`config.mk`:
```
export PLATFORM = sky130hd
export DESIGN_NAME = ifns_enc_seq_ctrl
export DESIGN_NICKNAME = d
export VERILOG_FILES = /design/src/rtl/ifns_pkg.sv /design/src/rtl/ifns_digit_step.sv /design/src/rtl/ifns_enc_seq_ctrl.sv
export SDC_FILE = /design/constraint.sdc
export NUM_CORES = 1
export LEC_CHECK = 0
export ABC_AREA = 1
export ABC_CLOCK_PERIOD_IN_PS = 5900
export CORE_UTILIZATION = 40
export DETAILED_ROUTE_END_ITERATION = 8
export GPL_TIMING_DRIVEN = 0
export MAX_ROUTING_LAYER = met4
export PLACE_DENSITY = 0.57
export SYNTH_ARGS = -nofsm -noshare
export SYNTH_HDL_FRONTEND = slang
export SYNTH_HIERARCHICAL = 1
export SYNTH_SLANG_ARGS = --single-unit
```
`constraint.sdc`:
```
create_clock -name clk -period 5.9 [get_ports clk]
set_clock_uncertainty 0.15 [all_clocks]
set_input_delay 1.18 -clock clk [delete_from_list [all_inputs] [get_ports clk]]
set_output_delay 1.18 -clock clk [all_outputs]
set_load 0.01 [all_outputs]
```
`src/rtl/ifns_pkg.sv`:
```
// ifns_pkg: shared IFNS widths, weight/threshold tables and controller state type
package ifns_pkg;
    localparam int IFNS_VW = 22;
    localparam int IFNS_CW = 31;
    typedef enum logic [1:0] {IDLE, RUN, HOLD} ifns_state_e;
    // W[k] is the weight of digit k (W[31] is the top digit weight)
    localparam logic [IFNS_VW-1:0] IFNS_W [1:31] = '{
        22'd1, 22'd1, 22'd2, 22'd3, 22'd5, 22'd8, 22'd13, 22'd21, 22'd34, 22'd55,
        22'd89, 22'd144, 22'd233, 22'd377, 22'd610, 22'd987, 22'd1597, 22'd2584,
        22'd4181, 22'd6765, 22'd10946, 22'd17711, 22'd28657, 22'd46368, 22'd75025,
        22'd121393, 22'd196418, 22'd317811, 22'd514229, 22'd832040, 22'd2178309};
    // U[k] is the forcing threshold of digit k; U[k]=W[k+1] below the top two digits
    localparam logic [IFNS_VW-1:0] IFNS_U [1:31] = '{
        22'd1, 22'd2, 22'd3, 22'd5, 22'd8, 22'd13, 22'd21, 22'd34, 22'd55, 22'd89,
        22'd144, 22'd233, 22'd377, 22'd610, 22'd987, 22'd1597, 22'd2584, 22'd4181,
        22'd6765, 22'd10946, 22'd17711, 22'd28657, 22'd46368, 22'd75025, 22'd121393,
        22'd196418, 22'd317811, 22'd514229, 22'd832040, 22'd1346269, 22'd2178309};
endpackage

```
`src/rtl/ifns_digit_step.sv`:
```
// ifns_digit_step: resolves one IFNS digit and the remainder left after it
module ifns_digit_step
    import ifns_pkg::*;
(
    input  logic [IFNS_VW-1:0] r,
    input  logic               d_prev,
    input  logic [IFNS_VW-1:0] W,
    input  logic [IFNS_VW-1:0] U,
    input  logic               is_top,
    output logic               d,
    output logic [IFNS_VW-1:0] r_next
);
    // forced one at or above U, zero below W, otherwise repeat the previous digit
    always_comb begin
        d      = (r >= U) ? 1'b1 : (is_top || r < W) ? 1'b0 : d_prev;
        r_next = d ? r - W : r;
    end
endmodule

```
`src/rtl/ifns_enc_seq_ctrl.sv`:
```
// ifns_enc_seq_ctrl: sequential binary-to-IFNS encoder; IFNS_ENC_SEQ_2DPC_EN resolves two digits per cycle
module ifns_enc_seq_ctrl
    import ifns_pkg::*;
(
    input  logic               clk,
    input  logic               rst_n,
    input  logic               in_valid,
    output logic               in_ready,
    input  logic [IFNS_VW-1:0] in_data,
    output logic               out_valid,
    input  logic               out_ready,
    output logic [IFNS_CW-1:0] out_code,
    output logic               busy
);
    ifns_state_e        r_state;
    ifns_state_e        w_state_nxt;
    logic [IFNS_VW-1:0] r_rem;
    logic [4:0]         r_cnt;
    logic [IFNS_CW-1:0] r_code;
    logic               r_dprev;
    logic [4:0]         w_k0;
    logic               w_d0;
    logic [IFNS_VW-1:0] w_r0;

    // digit index for the step; clamped so table lookups stay in range outside RUN
    always_comb begin
        w_k0 = (r_cnt < 5'd2) ? 5'd2 : r_cnt;
    end

    ifns_digit_step u_step0 (
        .r      (r_rem),
        .d_prev (r_dprev),
        .W      (IFNS_W[w_k0]),
        .U      (IFNS_U[w_k0]),
        .is_top (r_cnt == 5'd31),
        .d      (w_d0),
        .r_next (w_r0)
    );

`ifdef IFNS_ENC_SEQ_2DPC_EN
    logic [4:0]         w_k1;
    logic               w_d1;
    logic [IFNS_VW-1:0] w_r1;

    // second chained step resolves the digit just below the first
    always_comb begin
        w_k1 = w_k0 - 5'd1;
    end

    ifns_digit_step u_step1 (
        .r      (w_r0),
        .d_prev (w_d0),
        .W      (IFNS_W[w_k1]),
        .U      (IFNS_U[w_k1]),
        .is_top (1'b0),
        .d      (w_d1),
        .r_next (w_r1)
    );
`endif

    // state register
    always_ff @(posedge clk or negedge rst_n) begin
        if (!rst_n) r_state <= IDLE;
        else        r_state <= w_state_nxt;
    end

    // next-state: accept in IDLE, finish after digit 1, release on out_ready
    always_comb begin
        w_state_nxt = (r_state == IDLE) ? (in_valid ? RUN : IDLE) :
                      (r_state == RUN)  ? ((r_cnt == 5'd1) ? HOLD : RUN) :
                      (out_ready ? IDLE : HOLD);
    end

    // outputs decoded from state; codeword only visible while valid
    always_comb begin
        in_ready  = (r_state == IDLE);
        busy      = (r_state == RUN);
        out_valid = (r_state == HOLD);
        out_code  = out_valid ? r_code : '0;
    end

    // datapath: capture, then shift resolved digits into the code MSB first
    always_ff @(posedge clk or negedge rst_n) begin
        if (!rst_n) begin
            r_rem   <= '0;
            r_cnt   <= '0;
            r_code  <= '0;
            r_dprev <= 1'b0;
        end else if (r_state == IDLE && in_valid) begin
            r_rem   <= in_data;
            r_cnt   <= 5'd31;
            r_code  <= '0;
            r_dprev <= 1'b0;
        end else if (r_state == RUN) begin
            if (r_cnt == 5'd1) begin
                r_code <= {r_code[IFNS_CW-2:0], r_rem[0]};
                r_cnt  <= 5'd0;
            end else begin
`ifdef IFNS_ENC_SEQ_2DPC_EN
                r_code  <= {r_code[IFNS_CW-3:0], w_d0, w_d1};
                r_rem   <= w_r1;
                r_dprev <= w_d1;
                r_cnt   <= r_cnt - 5'd2;
`else
                r_code  <= {r_code[IFNS_CW-2:0], w_d0};
                r_rem   <= w_r0;
                r_dprev <= w_d0;
                r_cnt   <= r_cnt - 5'd1;
`endif
            end
        end
    end
endmodule

```
==> flow_metrics.tcl, run 1 <==
set metrics [dict create \
    final_critical_path_setup_slack_ns 1.04 \
    hold_path.class "flop to flop" \
    syn2layout_area_growth_pct 17.3 \
    number_of_global_route_vias_before_repair 6714 \
    hold_violations 0 \
    num_vias 7076 \
    final_max_slew_viol_count 0 \
    clock_latency_ns 0.34 \
    clk_pin_slew_ns 0.06 \
    detail_route.wl_per_cell_um 16.4 \
    tritoncts.num_buffers 9 \
    gp_routability_congestion 0.957 \
    synth_area_leaders "dfrtp_1, nand2_1, ha_1" \
    required_ns 5.98 \
    worstSetupEndpoint "r_rem[20]" \
    cts_buffer_depth 2 \
    die-area_sq_um 17600 \
    crit_arrival_ns 4.94 \
    start_util_pct 41.1 \
    clockRootBuffer "clkbuf_16" \
    critical-path-max-stage-delay_ns 0.44 \
    reg2reg_from "r_cnt[2]" \
    std_cell_rows 47 \
    die_w_um 133 \
    io_buf_count 59 \
    synth.lib_cells_used.distinct 40 \
    worstRegToRegCells 27 \
    die_height_um 133 \
    setup.worst_path.end_class "flop" \
    part_of_the_yosys_area_used_for_sequential_elements_pct 22.4 \
    synth_flop_cell "dfrtp_1" \
    synth_largest_area_cell "dfrtp_1" \
    cts.repair_timing.setup_buffer_count 0 \
    detail_routed_via_count_per_cell 4.99 \
    synth_async_sr_flop_share_pct 100 \
    antenna-diode-count 0 \
    detailedRoute.firstPassIterationCount 5 \
    max_clock_freq_ghz 0.206 \
    cts.hold.buffers_added 0 \
    synth_area_per_cell_sq_um 6.07 \
    post-route-drc-count 0 \
    gr-total-overflow 0 \
    cts-resized-gates 0 \
    final-setup-viol-count 0 \
    finish.net_count 1281 \
    grt_pass1_wl_mm 37.0 \
    antenna_violations_before_repair 0 \
    synth_top_cell_area_share_pct 22.4 \
    min_period_over_period_pct 82.3 \
    layout.cell_area.non_filler_sq_um 7990 \
    critical_r2r_capture "r_rem[20]" \
    cell_type_with_the_highest_occurrence_count_on_the_critical_path "nand2_1" \
    synth.cells.most_frequent "nand2_1, inv_1, nand3_1" \
    detailed_place.area_sq_um 7680 \
    netlist_area_sq_um 6810 \
    crit_path_start "r_cnt[2]" \
    yosysMostFrequentCell "nand2_1" \
    crit_slowest_cell "ha_1" \
    critical_path_class "flop to flop" \
    grt_setup_unrepaired "false" \
    fillCellCount 1845 \
    drv.max_cap_violation_count 0 \
    cp-start-kind "flop" \
    tightestPinTransition_ns 0.819 \
    tritoncts "done" \
    num_io_pins 60 \
    cts.htree.levels 3 \
    yosysWarningCount 6 \
    fp.coreArea_sq_um 16600 \
    multiInputGateArea_sq_um 4260 \
    ys_ff_latch 61 \
    synth_edf_count 0 \
    hold_slack_ns 0.345 \
    grt_max_degree 62 \
    total_routed_wirelength_mm 23.3 \
    postSynthNetCount 1211 \
    max_fanout_on_critical_path 10 \
    period_minus_slack_ns 4.86 \
    register_area_sq_um 1530 \
    post_synthesis_instance_total 1122 \
    drive_above_1_share_pct 7.69 \
    dp_hpwl_mm 18.6 \
    final_antenna_net_count 0 \
    dp_worst_setup_slack_ns 1.09 \
    rrSetupSlack_ns 1.04 \
    drt_iter0_drc 494 \
    slew-limit-headroom_pct 45.4 \
    hold_path_startpoint "r_dprev" \
    timing.setup.tns_ns 0 \
    clkSinkCount 61 \
    outcome "finished clean" \
    grt.total_usage_pct 28.2 \
]
## cells in the final DEF (no fill, tap or decap), drive strengths merged, types with 5 or more instances in the layout
master / n
o21ai: 18
nor2: 95
nand4: 5
clkbuf: 18
inv: 199
dfrtp: 61
o211ai: 13
o22ai: 32
clkdlybuf4s50: 58
a21oi: 29
nand2: 412
ha: 62
xor2: 10
nor3: 5
nand3: 120
buf: 36
## worst max-delay path: cells and delay by family (launching register included)
family	cells	cell delay, ns
AOI/OAI and AO/OA	1	0.17
adders and majority gates	3	1.11
buffers and inverters	3	0.49
DFF	1	0.43
and+or+nand+nor	20	2.38
## sequential cells by signal (all words and copies together) (netlist names)
signal,flops
r_rem,22
r_cnt,5
r_code,31
r_dprev,1
r_state,2
## cell type report
type	count	share of cell area, %
buffer	43	3.52
clock buffer	10	2.87
sequential	61	19.1
timing repair buffer	59	7.36
clock inverter	6	1.08
inverter	199	9.38
multi-input combinational	819	53.2
tap	220	3.44
## metrics by stage
| stage | util, % | std cells |
|---|---|---|
| after floorplan | - | 1122 |
| after global placement | 46.3 | 1401 |
| after detailed placement | 46.3 | 1401 |
| after CTS | 48.2 | 1417 |
| after global routing | 48.2 | 1417 |
| final | 48.2 | 1417 |
## routing by layer
metal  vias up  wire [um]  global-route usage [%]
met4         0        671                    8.68
met1      3201      11000                    36.7
met3        33       1250                    4.44
met2       208      10400                    44.9
met5         -          0                       -
li1       3634          -                       -
## worst min-delay path by stage
stage                     slack (ns)      end  cells past startpoint
final                           0.34  r_dprev                      2
after global routing            0.37  r_dprev                      2
after CTS                       0.35  r_dprev                      2
after detailed placement        0.34  r_dprev                      2
after global placement          0.33  r_dprev                      2
after floorplan                 0.32  r_dprev                      2
## cells by family after synthesis
kind of cell / after synthesis / share of synthesized area, %
other: 1 / 0.0550
adders and majority gates: 63 / 11.7
and+or+nand+nor: 643 / 40.4
DFF: 61 / 22.4
buffers and inverters: 242 / 15.1
AOI/OAI and AO/OA: 99 / 8.61
xor gates and xnor gates: 13 / 1.67
Power of run 1 is left out: the tool's default activity adds up to more than one toggle a clock period on the data nets, which glitch-free logic cannot reach.
==> run 2: changes to the inputs <==
ABC_CLOCK_PERIOD_IN_PS = 4950   (was 5900)
clock period = 4.95 ns   (was 5.9 ns; I/O delays follow)
==> run 2 against run 1 <==
Clock-buffer cell count did not move. Die area stayed put. Via count is 0.66% lower. Largest cell class unchanged.
==> flow_metrics.tcl, run 2 (synthesized netlist as in run 1, its figures left out) <==
set metrics [dict create \
    number_of_global_route_vias_before_repair 6714 \
    register_area_sq_um 1530 \
    critical-path-max-stage-delay_ns 0.43 \
    cts.hold.buffers_added 0 \
    die-area_sq_um 17600 \
    crit_arrival_ns 4.66 \
    io_buf_count 59 \
    grt_setup_unrepaired "false" \
    drt_iter0_drc 541 \
    hold_violations 0 \
    clock_latency_ns 0.34 \
    clockRootBuffer "clkbuf_16" \
    crit_path_leading_delay_family "simple AND/OR/NAND/NOR gates" \
    cts.htree.levels 3 \
    antenna_violations_before_repair 0 \
    cell_type_with_the_highest_occurrence_count_on_the_critical_path "nand2_1" \
    commonest_non_fill_non_tap_cell_in_the_layout "nand2_1" \
    top_register "r_code" \
    die_height_um 133 \
    gp_routability_congestion 0.957 \
    antenna-diode-count 0 \
    largestRegisters "r_code x31, r_rem x22, r_cnt x5" \
    cts_buffer_depth 2 \
    drv.max_cap_violation_count 0 \
    final-setup-viol-count 0 \
    slew-limit-headroom_pct 45.0 \
    dp_hpwl_mm 18.6 \
    mostFrequentLayoutCells "nand2_1, inv_1, nand3_1" \
    timing.setup.tns_ns 0 \
    detailed_place.area_sq_um 7680 \
    outcome "finished clean" \
    layout.cell_area.non_filler_sq_um 8010 \
    final_antenna_net_count 0 \
    detail_route.wl_per_cell_um 16.4 \
    syn2layout_area_growth_pct 17.5 \
    crit_slowest_cell "dfrtp_1" \
    tritoncts.num_buffers 9 \
    total_routed_wirelength_mm 23.3 \
    grt.total_usage_pct 28.2 \
    drive_above_1_share_pct 7.94 \
    post-route-drc-count 0 \
    cp-start-kind "flop" \
    clk_pin_slew_ns 0.06 \
    period_minus_slack_ns 4.58 \
    final_core_utilization_pct 48.3 \
    final_max_slew_viol_count 0 \
    start_util_pct 41.1 \
    max_fanout_on_critical_path 10 \
    flip_flop_count_of_the_largest_register_after_layout 31 \
    num_io_pins 60 \
    numPlacedInstances 1401 \
    fp.coreArea_sq_um 16600 \
    min_period_over_period_pct 92.5 \
    detailedRoute.firstPassIterationCount 6 \
    gr-total-overflow 0 \
    hold_path.class "flop to flop" \
    max_clock_freq_ghz 0.218 \
    multiInputGateArea_sq_um 4270 \
    clkSinkCount 61 \
    die_w_um 133 \
    num_vias 7029 \
    grt_max_degree 62 \
    setup.worst_path.end_class "flop" \
    tightestPinTransition_ns 0.824 \
    required_ns 5.03 \
    tritoncts "done" \
    detail_routed_via_count_per_cell 4.96 \
    stdcell_count 1417 \
    fillCellCount 1841 \
    critical_path_class "flop to flop" \
    rrSetupSlack_ns 0.37 \
    grt_pass1_wl_mm 37.0 \
    timing.critical_path.buf_inv 3 \
    std_cell_rows 47 \
    finish.net_count 1281 \
]
run 2: cell count changes in the layout (fill, tap and decap cells not counted):
| cell | change |
|---|---|
| clkbuf_2 | +1 |
| nor2_1 | -1 |
| ha_2 | +1 |
| clkbuf_1 | -1 |
| nand2_4 | +1 |
| nor2_4 | +1 |
| ha_1 | -1 |
| nand2_2 | -1 |
run 2: worst paths after layout:
kind	startpoint	to	cells past startpoint
max	r_cnt[1]	r_rem[20]	27
min	r_dprev	r_dprev	2
max reg2reg	r_cnt[1]	r_rem[20]	27
min reg2reg	r_dprev	r_dprev	2
max in group asynchronous	rst_n	r_cnt[1]	1
min in group asynchronous	rst_n	r_rem[8]	1
run 2: layout make-up:
| class | instances | area share [%] |
|---|---|---|
| multi-input combinational | 819 | 53.3 |
| sequential | 61 | 19.1 |
| inverter | 199 | 9.36 |
| timing repair buffer | 59 | 7.34 |
| buffer | 43 | 3.53 |
| tap | 220 | 3.44 |
| clock buffer | 10 | 2.86 |
| clock inverter | 6 | 1.08 |
run 2: worst register-to-register path, delay by kind of cell (launching register included):
kind / cells / cell delay, ns
flops: 1 / 0.43
buf+inv: 3 / 0.46
compound gates: 1 / 0.17
simple gates: 20 / 2.22
fa+ha+maj: 3 / 1.04
run 2: through the flow:
stage               worst slack, ns  hold slack [ns]
floorplan                      1.16            0.319
global placement             0.0709            0.331
detailed placement            0.141            0.337
CTS                           0.115            0.350
global route                 0.0351            0.368
finish                        0.373            0.345
run 2: per-layer routing:
metal  track usage (%)  up-vias  wire length (um)
li1                  -     3630                 -
met1              36.7     3151             10900
met2              44.9      219             10500
met3              4.44       29              1340
met4              8.68        0               616
met5                 -        -                 0
run 2: repair_timing:
action	in CTS	in global routing
gates resized for setup	0	6
setup endpoints to repair	0	24
setup buffers	0	0
Power of run 2 is left out for the same reason.
==> run 3: changes to the inputs <==
CORE_MARGIN = 3   (was unset)
==> run 3 against run 2 <==
Register-to-register slack barely moved. Critical path depth rose by 1. Global-route usage fell by 1.8 points. Flip-flop and latch count did not move. Setup slack improved by 0.0070 ns.
==> flow_metrics.tcl, run 3 (synthesized netlist as in run 1, its figures left out) <==
set metrics [dict create \
    outcome "finished clean" \
    timing.setup.tns_ns 0 \
    gp_routability_congestion 1.01 \
    final_antenna_net_count 0 \
    grt_max_degree 62 \
    layout.cell_area.non_filler_sq_um 8020 \
    tightestPinTransition_ns 0.827 \
    drt_iter0_drc 518 \
    commonest_non_fill_non_tap_cell_in_the_layout "nand2_1" \
    min_period_over_period_pct 92.3 \
    critical_r2r_capture "r_rem[14]" \
    multiInputGateArea_sq_um 4280 \
    final-setup-viol-count 0 \
    antenna_violations_before_repair 0 \
    crit_slowest_cell "fa_1" \
    dp_hpwl_mm 18.6 \
    worstHoldPathCells 2 \
    hold_violations 0 \
    hold_slack_ns 0.356 \
    crit_arrival_ns 4.65 \
    largestRegisters "r_code x31, r_rem x22, r_cnt x5" \
    die-area_sq_um 18600 \
    dp_worst_setup_slack_ns 0.0790 \
    slew-limit-headroom_pct 44.9 \
    timing.hold.worst_endpoint "r_dprev" \
    mostFrequentLayoutCells "nand2_1, inv_1, nand3_1" \
    worstRegToRegCells 28 \
    start_util_pct 40.9 \
    cts.repair_timing.setup_buffer_count 0 \
    final_critical_path_setup_slack_ns 0.380 \
    reg2reg_from "r_cnt[4]" \
    post-route-drc-count 0 \
    period_minus_slack_ns 4.57 \
    grt.total_usage_pct 26.4 \
    finish.net_count 1281 \
    cts_buffer_depth 2 \
    tritoncts.num_buffers 9 \
    top_register "r_code" \
    detail_route.wl_per_cell_um 16.4 \
    clockRootBuffer "clkbuf_16" \
    setup.worst_path.end_class "flop" \
    tritoncts "done" \
    required_ns 5.03 \
    total_routed_wirelength_mm 23.3 \
    number_of_global_route_vias_before_repair 6661 \
    max_clock_freq_ghz 0.219 \
    critical_path_class "flop to flop" \
    detailedRoute.firstPassIterationCount 5 \
    num_io_pins 60 \
    grt_pass1_wl_mm 36.7 \
    cp-start-kind "flop" \
    gr-total-overflow 0 \
    hold_path.class "flop to flop" \
    fillCellCount 1824 \
    die_w_um 137 \
    max_fanout_on_critical_path 10 \
    clkSinkCount 61 \
    clock_latency_ns 0.34 \
    cts.htree.levels 3 \
    detailed_place.area_sq_um 7680 \
    rrSetupSlack_ns 0.38 \
    final_max_slew_viol_count 0 \
    grt_setup_unrepaired "false" \
    drive_above_1_share_pct 7.94 \
    clk_pin_slew_ns 0.06 \
    drv.max_cap_violation_count 0 \
    detail_routed_via_count_per_cell 5.00 \
    register_area_sq_um 1530 \
    flip_flop_count_of_the_largest_register_after_layout 31 \
    hold_path_startpoint "r_dprev" \
    io_buf_count 59 \
    std_cell_rows 47 \
    num_vias 7096 \
    cell_type_with_the_highest_occurrence_count_on_the_critical_path "nand2_1" \
    die_height_um 137 \
    critical-path-max-stage-delay_ns 0.42 \
    syn2layout_area_growth_pct 17.7 \
    fp.coreArea_sq_um 16600 \
]
run 3: what timing repair did:
| item | in CTS | in global routing |
|---|---|---|
| gates resized for setup | 0 | 7 |
| hold buffers | 0 | 0 |
| endpoints found under the setup margin | 0 | 24 |
run 3: area by class of cell:
class,count,share of cell area (%)
flip-flops and latches,61,19.0
well taps,220,3.43
diodes,1,0.0312
clock buffers,10,2.85
multi-input cells,819,53.4
inverters,199,9.34
plain buffers,43,3.53
clock inverters,6,1.09
repair buffers,59,7.33
run 3: worst max path at each step:
stage / to / slack, ns / cells past startpoint / startpoint
final: r_rem[14] / 0.38 / 28 / r_cnt[4]
after global routing: r_rem[17] / 0.003 / 28 / r_cnt[4]
after CTS: r_rem[14] / 0.04 / 29 / r_cnt[4]
after detailed placement: r_rem[14] / 0.08 / 29 / r_cnt[4]
after global placement: r_rem[14] / 0.05 / 28 / r_cnt[4]
after floorplan: r_rem[10] / 1.16 / 28 / r_cnt[4]
run 3: per-layer routing:
| layer | wire (um) | global-route usage [%] | up-vias |
|---|---|---|---|
| met4 | 280 | 5.32 | 0 |
| met1 | 10900 | 36.4 | 3211 |
| li1 | - | - | 3644 |
| met3 | 1400 | 3.79 | 17 |
| met2 | 10700 | 41.5 | 224 |
| met5 | 0 | - | - |
run 3: critical path, delay by kind of cell (launching register included):
kind            cells  cell delay, ns
compound gates      1            0.15
fa+ha+maj           3            0.97
buf+inv             4            0.63
flops               1            0.35
simple gates       20            2.16
run 3: per-stage QoR:
step	std cells	util, %
6_report	1418	48.2
3_3_place_gp	1401	46.1
5_1_grt	1417	48.2
3_5_place_dp	1401	46.1
2_1_floorplan	1122	-
4_1_cts	1417	48.0
Power of run 3 is left out for the same reason.
==> variant: new RTL, flow settings as in run 1 <==
Re-encode `ifns_state_e` (3 states) as one-hot, 3 bits wide.
--- a/src/rtl/ifns_pkg.sv
+++ b/src/rtl/ifns_pkg.sv
@@ -2,7 +2,7 @@
 package ifns_pkg;
     localparam int IFNS_VW = 22;
     localparam int IFNS_CW = 31;
-    typedef enum logic [1:0] {IDLE, RUN, HOLD} ifns_state_e;
+    typedef enum logic [2:0] {IDLE = 3'b001, RUN = 3'b010, HOLD = 3'b100} ifns_state_e;
     // W[k] is the weight of digit k (W[31] is the top digit weight)
     localparam logic [IFNS_VW-1:0] IFNS_W [1:31] = '{
         22'd1, 22'd1, 22'd2, 22'd3, 22'd5, 22'd8, 22'd13, 22'd21, 22'd34, 22'd55,
Function: no difference found for any inputs over 10 cycles, from zero or initial values and one cycle with rst_n low; not proved beyond that.
==> variant against run 1 <==
Die area grew 1.1%. Design area grew 0.53%. Cell count grew 1.4%. Wire length grew 2.9%. Sequential cell count grew 1. Via count grew 1.6%. Area after synthesis grew 1.1%. Worst setup slack lost 0.47 ns. Critical path type unchanged.
Power is left out: the tool's default activity adds up to more than one toggle a clock period on the data nets, which glitch-free logic cannot reach.
==> variant: results (changes against run 1) <==
* Nets at 1,301 (was 1,281)
* Worst slew pin tran at 0.835 ns (was 0.819 ns)
* Setup Buffers After CTS at 0 (unchanged)
* Setup WS pre-CTS at 0.687 ns (was 1.09 ns)
* Multi-input combinational area share at 53.2% (about the same)
* FFs & Latches at 62 (was 61)
* Met1 Usage GRT at 37.3% (was 36.7%)
* Critical Path AT at 5.46 ns (was 4.94 ns)
* Met2 usage at 45.6% (was 44.9%)
* Post-Synth Adder-Cell Area at 11.5% (was 11.7%)
* Post-DR wirelength/cell at 16.7 um (was 16.4 um)
* Placed cell count at 1,421 (was 1,401)
* Num CTS Buffers at 9 (unchanged)
* Vias in the first global route at 6,908 (was 6,714)
* Die ar. at 0.0178 mm2 (was 0.0176 mm2)
* Clock network area share at 3.49% (was 3.95%)
* Worst-Skew Late Latency at 0.35 ns
* Max stage delay cell, worst path: nor2_1 (was ha_1)
* Initial detailed-routing violation count at 516 (was 494)
* Syn Nets at 1,231 (was 1,211)
* Pin count of the biggest net entering global routing at 63 (was 62)
* Area grow syn2layout at 16.6% (was 17.3%)
* Synth Area in XOR/XNOR at 1.65% (was 1.67%)
* Vias at 7,192 (was 7,076)
* Sequential share of cell area at 19.3% (was 19.1%)
* Register area share after synthesis at 22.5% (was 22.4%)
* Comb_multi_in at 838 (was 819)
* Cell family with most CP delay: simple AND/OR/NAND/NOR gates (unchanged)
* Hold Crit Class: flop to flop (unchanged)
* Distinct cell type count after synthesis at 44 (was 40)
* Non-clock buffers at 101 (was 102)
* Critical Path Fanout Max at 11 (was 10)
* Filler Cell Count at 1,844 (was 1,845)
* Routed WL at 24,000 um (was 23,300 um)
* Outcome: completed (unchanged)
* Inverter count at 200 (was 199)
* Total track usage at 28.8% (was 28.2%)
* Overflow after GRT at 0 (unchanged)
* Share of cells above drive strength 1 at 7.40% (was 7.69%)
* Compound-cell area share of the yosys netlist at 8.28% (was 8.61%)
* DP Wirelength at 18,800 um (was 18,600 um)
* Post-synth top cells: 421 x nand2_1, 194 x inv_1, 98 x nor2_1 (was 388 x nand2_1, 192 x inv_1, 118 x nand3_1)
* Pre-Repair DR Iteration Count at 5 (unchanged)
* Layout non-clock buf frac at 11.2% (was 10.9%)
* Mean area per synthesized cell at 6.03 um2 (was 6.07 um2)
* Post-DP Area at 0.00775 mm2 (was 0.00768 mm2)
* Synth top area cells: nand2_1 23%, dfrtp_1 22%, ha_1 11%, inv_1 11%, nand3_1 7.0% (was dfrtp_1 22%, nand2_1 21%, ha_1 11%, inv_1 11%, nand3_1 8.7%)
* Met3 Resource Use GR at 4.34% (was 4.44%)
* GP Congestion at 0.980 (was 0.957)
* IO buf count at 59 (unchanged)
* First-pass GRT wire length at 37,600 um (was 37,000 um)
==> variant: cell types whose count changed after synthesis, sizes merged, moves of 2 or more <==
cell    delta
xor2       +2
nand2     +28
a21oi      +3
xnor2      -2
a31oi      +2
o211ai    -10
o22ai      -2
nor2       +9
nor3       +2
nand3     -20
o21ai      +4
==> variant: tightest hold or removal path, cell delays in order, from the launching register on <==
cell and delay [ns]:
dfrtp_1 0.34, nand2_1 0.05, o21ai_0 0.06
==> variant: worst paths after layout <==
path / start / to / slack, ns / cells past startpoint
min: r_code[0] / r_code[0] / 0.35 / 2
max in group asynchronous: rst_n / r_rem[11] / 4.27 / 1
min in group asynchronous: rst_n / r_rem[16] / 0.77 / 1
max reg2reg: r_cnt[4] / r_rem[10] / 0.57 / 29
min reg2reg: r_code[0] / r_code[0] / 0.35 / 2
max: r_cnt[4] / r_rem[10] / 0.57 / 29
==> variant: per-layer routing <==
metal  up-vias  wire length, um
met5         -                0
met4         0              629
met3        43             1160
met2       194            11000
met1      3288            11100
li1       3667                -
